`src/rtl/a2d_spi_serf_pkg.sv`:
```
// Shared constants for the A2D SPI serf: frame layout, channel map and FSM states.
package a2d_pkg;

    localparam int A2D_FRAME_W = 16;

    // Command frame: [15:14] header (must be 00), [13:11] channel, [10:0] ignored
    localparam int CMD_HDR_MSB = 15;
    localparam int CMD_HDR_LSB = 14;
    localparam int CMD_CH_MSB  = 13;
    localparam int CMD_CH_LSB  = 11;

    localparam logic [2:0] CH_LFT_LD  = 3'd0;
    localparam logic [2:0] CH_RGHT_LD = 3'd4;
    localparam logic [2:0] CH_STEER   = 3'd5;
    localparam logic [2:0] CH_BATT    = 3'd6;

    typedef enum logic [1:0] {
        IDLE   = 2'd0,
        ACTIVE = 2'd1,
        CHECK  = 2'd2
    } serf_state_t;

endpackage

```
`src/rtl/a2d_spi_serf_if.sv`:
```
// SPI link between the A2D monarch and this serf.
interface a2d_spi_serf_if;

    logic SS_n;
    logic SCLK;
    logic MOSI;
    logic MISO;

    // SS_n/SCLK/MOSI are driven by the monarch; MISO by the serf. No handshake:
    // data is qualified by SS_n low and sampled on SCLK rising edges.
    modport master (output SS_n, output SCLK, output MOSI, input MISO);
    modport slave  (input SS_n, input SCLK, input MOSI, output MISO);

endinterface

```
`src/rtl/a2d_spi_serf_spi_sync_edge.sv`:
```
// Double-flop synchronizer with a third stage for single-clk rise/fall pulses.
module spi_sync_edge #(
    parameter logic IDLE_VAL = 1'b1
) (
    input  logic clk,
    input  logic rst,
    input  logic din,
    output logic sync,
    output logic rise,
    output logic fall
);

    logic ff1, ff2, ff3;

    always_ff @(posedge clk or posedge rst) begin
        if (rst) begin
            ff1 <= IDLE_VAL;
            ff2 <= IDLE_VAL;
            ff3 <= IDLE_VAL;
        end else begin
            ff1 <= din;
            ff2 <= ff1;
            ff3 <= ff2;
        end
    end

    assign sync = ff2;
    assign rise = ff2 & ~ff3;
    assign fall = ~ff2 & ff3;

endmodule

```
`src/rtl/a2d_spi_serf.sv`:
```
// A2D converter SPI serf: takes a channel command each frame and answers with
// that channel's conversion value on the following frame.
module a2d_spi_serf
    import a2d_pkg::*;
#(
    parameter int NUM_CH  = 8,
    parameter int DATA_W  = 12,
    parameter int FRAME_W = A2D_FRAME_W
) (
    input  logic                     clk,
    input  logic                     rst,
    a2d_spi_serf_if.slave            spi,
    input  logic [NUM_CH*DATA_W-1:0] ch_data,
    output logic                     cmd_vld,
    output logic [FRAME_W-1:0]       cmd_rcvd,
    output logic [2:0]               chnl,
    output logic                     xfer_err,
    output logic [1:0]               state
);

    localparam logic [1:0] S_IDLE   = IDLE;
    localparam logic [1:0] S_ACTIVE = ACTIVE;
    localparam logic [1:0] S_CHECK  = CHECK;

    logic ss_sync, ss_rise, ss_fall;
    logic sclk_sync, sclk_rise, sclk_fall;
    logic sclk_unused;
    logic mosi_ff1, mosi_sync;
    logic [FRAME_W-1:0] shft;
    logic [4:0] bit_cnt;
    logic [DATA_W-1:0] ch_sel;
    logic frame_good;

    spi_sync_edge #(.IDLE_VAL(1'b1)) u_ss_sync (
        .clk(clk), .rst(rst), .din(spi.SS_n),
        .sync(ss_sync), .rise(ss_rise), .fall(ss_fall)
    );

    spi_sync_edge #(.IDLE_VAL(1'b1)) u_sclk_sync (
        .clk(clk), .rst(rst), .din(spi.SCLK),
        .sync(sclk_sync), .rise(sclk_rise), .fall(sclk_fall)
    );

    assign sclk_unused = &{1'b0, sclk_sync, sclk_fall};

    always_ff @(posedge clk or posedge rst) begin
        if (rst) begin
            mosi_ff1  <= 1'b0;
            mosi_sync <= 1'b0;
        end else begin
            mosi_ff1  <= spi.MOSI;
            mosi_sync <= mosi_ff1;
        end
    end

    // Channels at or beyond NUM_CH fall through to zero
    always_comb begin
        ch_sel = '0;
        for (int k = 0; k < NUM_CH; k++) begin
            if (chnl == 3'(k)) ch_sel = ch_data[k*DATA_W +: DATA_W];
        end
    end

    assign frame_good = (bit_cnt == 5'(FRAME_W)) &&
                        (shft[CMD_HDR_MSB:CMD_HDR_LSB] == 2'b00);

    // MISO changes a few clks after the SCLK rise the monarch samples on
    assign spi.MISO = ss_sync ? 1'b0 : shft[FRAME_W-1];

    always_ff @(posedge clk or posedge rst) begin
        if (rst) begin
            state    <= S_IDLE;
            shft     <= '0;
            bit_cnt  <= '0;
            chnl     <= '0;
            cmd_rcvd <= '0;
            cmd_vld  <= 1'b0;
            xfer_err <= 1'b0;
        end else begin
            cmd_vld  <= 1'b0;
            xfer_err <= 1'b0;
            case (state)
                S_IDLE: begin
                    if (ss_fall) begin
                        shft    <= FRAME_W'(ch_sel);
                        bit_cnt <= '0;
                        state   <= S_ACTIVE;
                    end
                end
                S_ACTIVE: begin
                    if (ss_rise) begin
                        state <= S_CHECK;
                    end else if (sclk_rise && !ss_sync) begin
                        shft <= {shft[FRAME_W-2:0], mosi_sync};
                        if (bit_cnt != 5'd31) bit_cnt <= bit_cnt + 5'd1;
                    end
                end
                S_CHECK: begin
                    if (frame_good) begin
                        cmd_rcvd <= shft;
                        chnl     <= shft[CMD_CH_MSB:CMD_CH_LSB];
                        cmd_vld  <= 1'b1;
                    end else begin
                        xfer_err <= 1'b1;
                    end
                    state <= S_IDLE;
                end
                default: state <= S_IDLE;
            endcase
        end
    end

endmodule

```
`src/flat_wrapper.sv`:
```
// flat-port wrapper written by rule: the top's interface ports become plain ports
module a2d_spi_serf_flat import a2d_pkg::*;
#(
    parameter int NUM_CH  = 8,
    parameter int DATA_W  = 12,
    parameter int FRAME_W = A2D_FRAME_W
)
  (clk, rst, ch_data, cmd_vld, cmd_rcvd, chnl, xfer_err, state, spi_SS_n, spi_SCLK, spi_MOSI, spi_MISO);
  a2d_spi_serf_if spi_i ();
  input  logic clk;
  input  logic rst;
  input  logic [NUM_CH*DATA_W-1:0] ch_data;
  output logic cmd_vld;
  output logic [FRAME_W-1:0] cmd_rcvd;
  output logic [2:0] chnl;
  output logic xfer_err;
  output logic [1:0] state;
  input wire logic [$bits(spi_i.SS_n)-1:0] spi_SS_n;
  input wire logic [$bits(spi_i.SCLK)-1:0] spi_SCLK;
  input wire logic [$bits(spi_i.MOSI)-1:0] spi_MOSI;
  output wire logic [$bits(spi_i.MISO)-1:0] spi_MISO;
  assign spi_i.SS_n = spi_SS_n;
  assign spi_i.SCLK = spi_SCLK;
  assign spi_i.MOSI = spi_MOSI;
  assign spi_MISO = spi_i.MISO;
  a2d_spi_serf #(.NUM_CH(NUM_CH), .DATA_W(DATA_W), .FRAME_W(FRAME_W)) u_core (.clk(clk), .rst(rst), .spi(spi_i), .ch_data(ch_data), .cmd_vld(cmd_vld), .cmd_rcvd(cmd_rcvd), .chnl(chnl), .xfer_err(xfer_err), .state(state));
endmodule
```
`config.mk`:
```
export PLATFORM = sky130hd
export DESIGN_NAME = a2d_spi_serf_flat
export DESIGN_NICKNAME = d
export VERILOG_FILES = /design/src/rtl/a2d_spi_serf_pkg.sv /design/src/rtl/a2d_spi_serf_if.sv /design/src/rtl/a2d_spi_serf_spi_sync_edge.sv /design/src/rtl/a2d_spi_serf.sv /design/src/flat_wrapper.sv
export SDC_FILE = /design/constraint.sdc
export NUM_CORES = 1
export LEC_CHECK = 0
export BUFFER_PORTS_ARGS = -buffer_cell sky130_fd_sc_hd__buf_2
export CAP_MARGIN = 20
export CORE_UTILIZATION = 43
export DETAILED_ROUTE_END_ITERATION = 16
export GPL_ROUTABILITY_DRIVEN = 0
export PLACE_DENSITY = 0.76
export SYNTH_ARGS = -nofsm -noshare
export SYNTH_HDL_FRONTEND = slang
export SYNTH_SLANG_ARGS = --single-unit
```
`constraint.sdc`:
```
create_clock -name clk -period 1.8 [get_ports clk]
set_clock_uncertainty 0.1 [all_clocks]
set_input_delay 0.18 -clock clk [delete_from_list [all_inputs] [get_ports clk]]
set_output_delay 0.18 -clock clk [all_outputs]
set_load 0.01 [all_outputs]
```
==> results.cfg <==
[logic_synthesis]
ys_ff_latch = 49
avgSynthCellArea_um2 = 10.6
yosysTopAreaCell = dfrtp_1
netlist-cell-type-count = 41
synth_ff_type = dfrtp_1
yosysSeqAreaShare_pct = 43.3
ys.warnings.count = 0
synth_edf_count = 0
syn_nets = 373
synthTopCellsByArea = dfrtp_1 38%, mux2i_1 13%, dfstp_2 5.5%
synth_common_cells = 43 x dfrtp_1, 37 x mux2i_1, 25 x a21oi_1, 15 x nand2_1, 14 x a22oi_1
synth_top_cell_area_share_pct = 37.8
synthArstFlopShare_pct = 100
netlist_instances = 269
synth_area_um2 = 2850
yosysMostFrequentCell = dfrtp_1

[timing]
finalWorstPathRequiredPeriod_ns = 1.76
fin_hold_ws_ns = 0.0678
post-route-period-util_pct = 97.7
final.setup.worst_slack_ns = 0.0420
finalSetupViolCount = 0
max_freq_ghz = 0.569
drv_slew = 0
finalHoldViolCount = 0
fin_tns_setup_ns = 0
slew_headroom_pct = 68.2
rsz0062_at_grt = yes
worst_pin_slew_ns = 0.477

[final_layout]
fill_cells = 585
fin_area_um2 = 3720
seq_area_um2 = 1230
diodes = 0
finalNetCount = 498
area_growth_pct = 30.5
multi_input_area_um2 = 1450
drive_gt1_share_pct = 44.8

[clocking]
clk_pin_slew_worst_paths_ns = 0.09
cts-htree-levels = 2
cts_root_buf = clkbuf_8
clockBufferDepth = 2
numCtsBuffers = 5
cts_tree = yes
clock-sinks = 49
postCtsSetupRepairBufs = 0
insertion_delay_ns = 0.31

[setup_path]
worstSetupEndpointType = flip-flop
worst-path-buf-inv = 2
required_ns = 1.90
worstPathArrival_ns = 1.86
crit_chain = inv_2 -> ha_1 -> nand4bb_1 -> nor3_2 -> nand3b_2 -> buf_12 -> mux2_1
slowest_delay_ns = 0.42
cp-start-kind = flip-flop
cp_max_fo = 17
worstSetupPathType = reg -> reg
cpMaxStageDelayCell = dfrtp_1
path_delay_family = flip-flops

[power_and_ir_drop]
p_total_mw = 2.53
vdd.ir_drop.worst_mv = 0.463
cellLeakagePower_nw = 1.76
cellPowerDensity_nw_per_um2 = 680

[global_routing]
grt_pass1_wl_mm = 12.1
antenna_found_initial = 0
global_route.overflow_total = 0
grt_max_degree = 25
grt_pass1_vias = 2567
grtUsageTotal_pct = 22.1

[die]
die_h_um = 83.4
coreArea_um2 = 6390
die-area_um2 = 6950
ios = 125
rows = 29
initial_core_util_pct = 44.6
chipWidth_um = 83.4

[place]
dp_hpwl_mm = 5.73
placed_area_um2 = 3580
io_buffers = 124
post-place-ws_ns = 0.0256

[detailed_routing]
drt_iter0_drc = 94
firstDrtPassIters = 4
ant_nets = 0
route.detailed.drc = 0
vias = 2557
routed_wl_mm = 7.26
wl_per_cell_um = 15.4
post_drt_via_cell_ratio = 5.42

[outcome]
outcome = finished, final reports clean

[flow_run]
maxCapViolCount = 0

[hold_path]
min_path_type = in -> reg
through the flow:
| stage | util [%] | cells |
|---|---|---|
| after CTS | 58.1 | 472 |
| after global routing | 58.2 | 472 |
| after floorplan | - | 269 |
| final | 58.2 | 472 |
| after global placement | 56.1 | 460 |
| after detailed placement | 56.1 | 460 |
placed cells by master, fill, tap and decap left out, drive strengths merged, types with 2 or more instances in the layout:
| cell | instances |
|---|---|
| inv | 9 |
| a22oi | 14 |
| nor3 | 2 |
| dfrtp | 43 |
| nand3 | 5 |
| nor2b | 3 |
| a21oi | 26 |
| buf | 138 |
| dfstp | 6 |
| nand3b | 14 |
| nand2b | 2 |
| and2 | 2 |
| nor2 | 6 |
| o21ai | 7 |
| dlygate4sd3 | 4 |
| ha | 3 |
| o22ai | 12 |
| mux2 | 14 |
| clkbuf | 6 |
| mux2i | 37 |
| nand2 | 15 |
| and3 | 2 |
| o211ai | 12 |
| xnor2 | 2 |
what timing repair did:
| action | CTS | global route |
|---|---|---|
| endpoints found under the setup margin | 0 | 30 |
| gates resized for setup | 0 | 5 |
| hold buffers | 4 | 0 |
| endpoints found under the hold margin | 32 | 0 |
worst min-delay path, cell delays in order:
cell and delay [ns]:
buf_2 0.08, a21oi_1 0.05, a21oi_1 0.13
logic make-up (layout without fill, tap and decap cells):
| logic type | after synthesis | in the layout | share of synthesized area, % |
|---|---|---|---|
| muxes | 51 | 51 | 18.5 |
| DFF | 49 | 49 | 43.3 |
| AOI/OAI and AO/OA | 73 | 73 | 17.1 |
| adders and majority gates | 3 | 3 | 1.32 |
| and+or+nand+nor | 59 | 59 | 13.0 |
| buffers and inverters | 32 | 158 | 6.15 |
| xor gates and xnor gates | 2 | 2 | 0.615 |
registers in the layout, summed over array words and instances, names as in the netlist:
register                 cells
u_core.cmd_rcvd             14
u_core.u_ss_sync.ff1         1
u_core.u_ss_sync.ff3         1
u_core.u_sclk_sync.ff3       1
u_core.state                 2
u_core.xfer_err              1
u_core.chnl                  2
u_core.u_sclk_sync.ff1       1
u_core.shft                 16
u_core.mosi_sync             1
u_core.u_ss_sync.sync        1
u_core.u_sclk_sync.sync      1
u_core.mosi_ff1              1
u_core.bit_cnt               5
u_core.cmd_vld               1
layout make-up:
cell class / count / area share (%)
multi-input cells: 188 / 39.1
flip-flops and latches: 49 / 33.2
repair buffers: 142 / 21.9
well taps: 77 / 2.59
clock buffers: 6 / 1.95
inverters: 8 / 0.808
clock inverters: 2 / 0.370
worst paths after layout:
path                                 startpoint                     to  slack, ns  cells after the start
max reg2reg                   u_core.bit_cnt[0]     u_core.cmd_rcvd[6]       0.04                      7
max in group asynchronous                   rst         u_core.chnl[1]       0.83                      4
min                                 ch_data[89]         u_core.shft[5]       0.07                      3
min reg2reg                u_core.u_ss_sync.ff1  u_core.u_ss_sync.sync       0.26                      0
max                           u_core.bit_cnt[0]     u_core.cmd_rcvd[6]       0.04                      7
min in group asynchronous                   rst     u_core.cmd_rcvd[3]       0.21                      3
metal layers:
| layer | track usage [%] | up-vias | wire (um) |
|---|---|---|---|
| met3 | 5.37 | 18 | 396 |
| li1 | - | 1236 | - |
| met1 | 27.4 | 1218 | 3050 |
| met4 | 7.99 | 0 | 170 |
| met2 | 37.3 | 85 | 3640 |
| met5 | 0 | - | 0 |
power breakdown:
group | switching, mW | internal [mW] | leakage (nW)
combinational | 0.233 | 0.275 | 1.10
sequential | 0.127 | 1.24 | 0.614
clock | 0.377 | 0.278 | 0.0456
total | 0.737 | 1.79 | 1.76
Power figures use the tool's default switching activity.
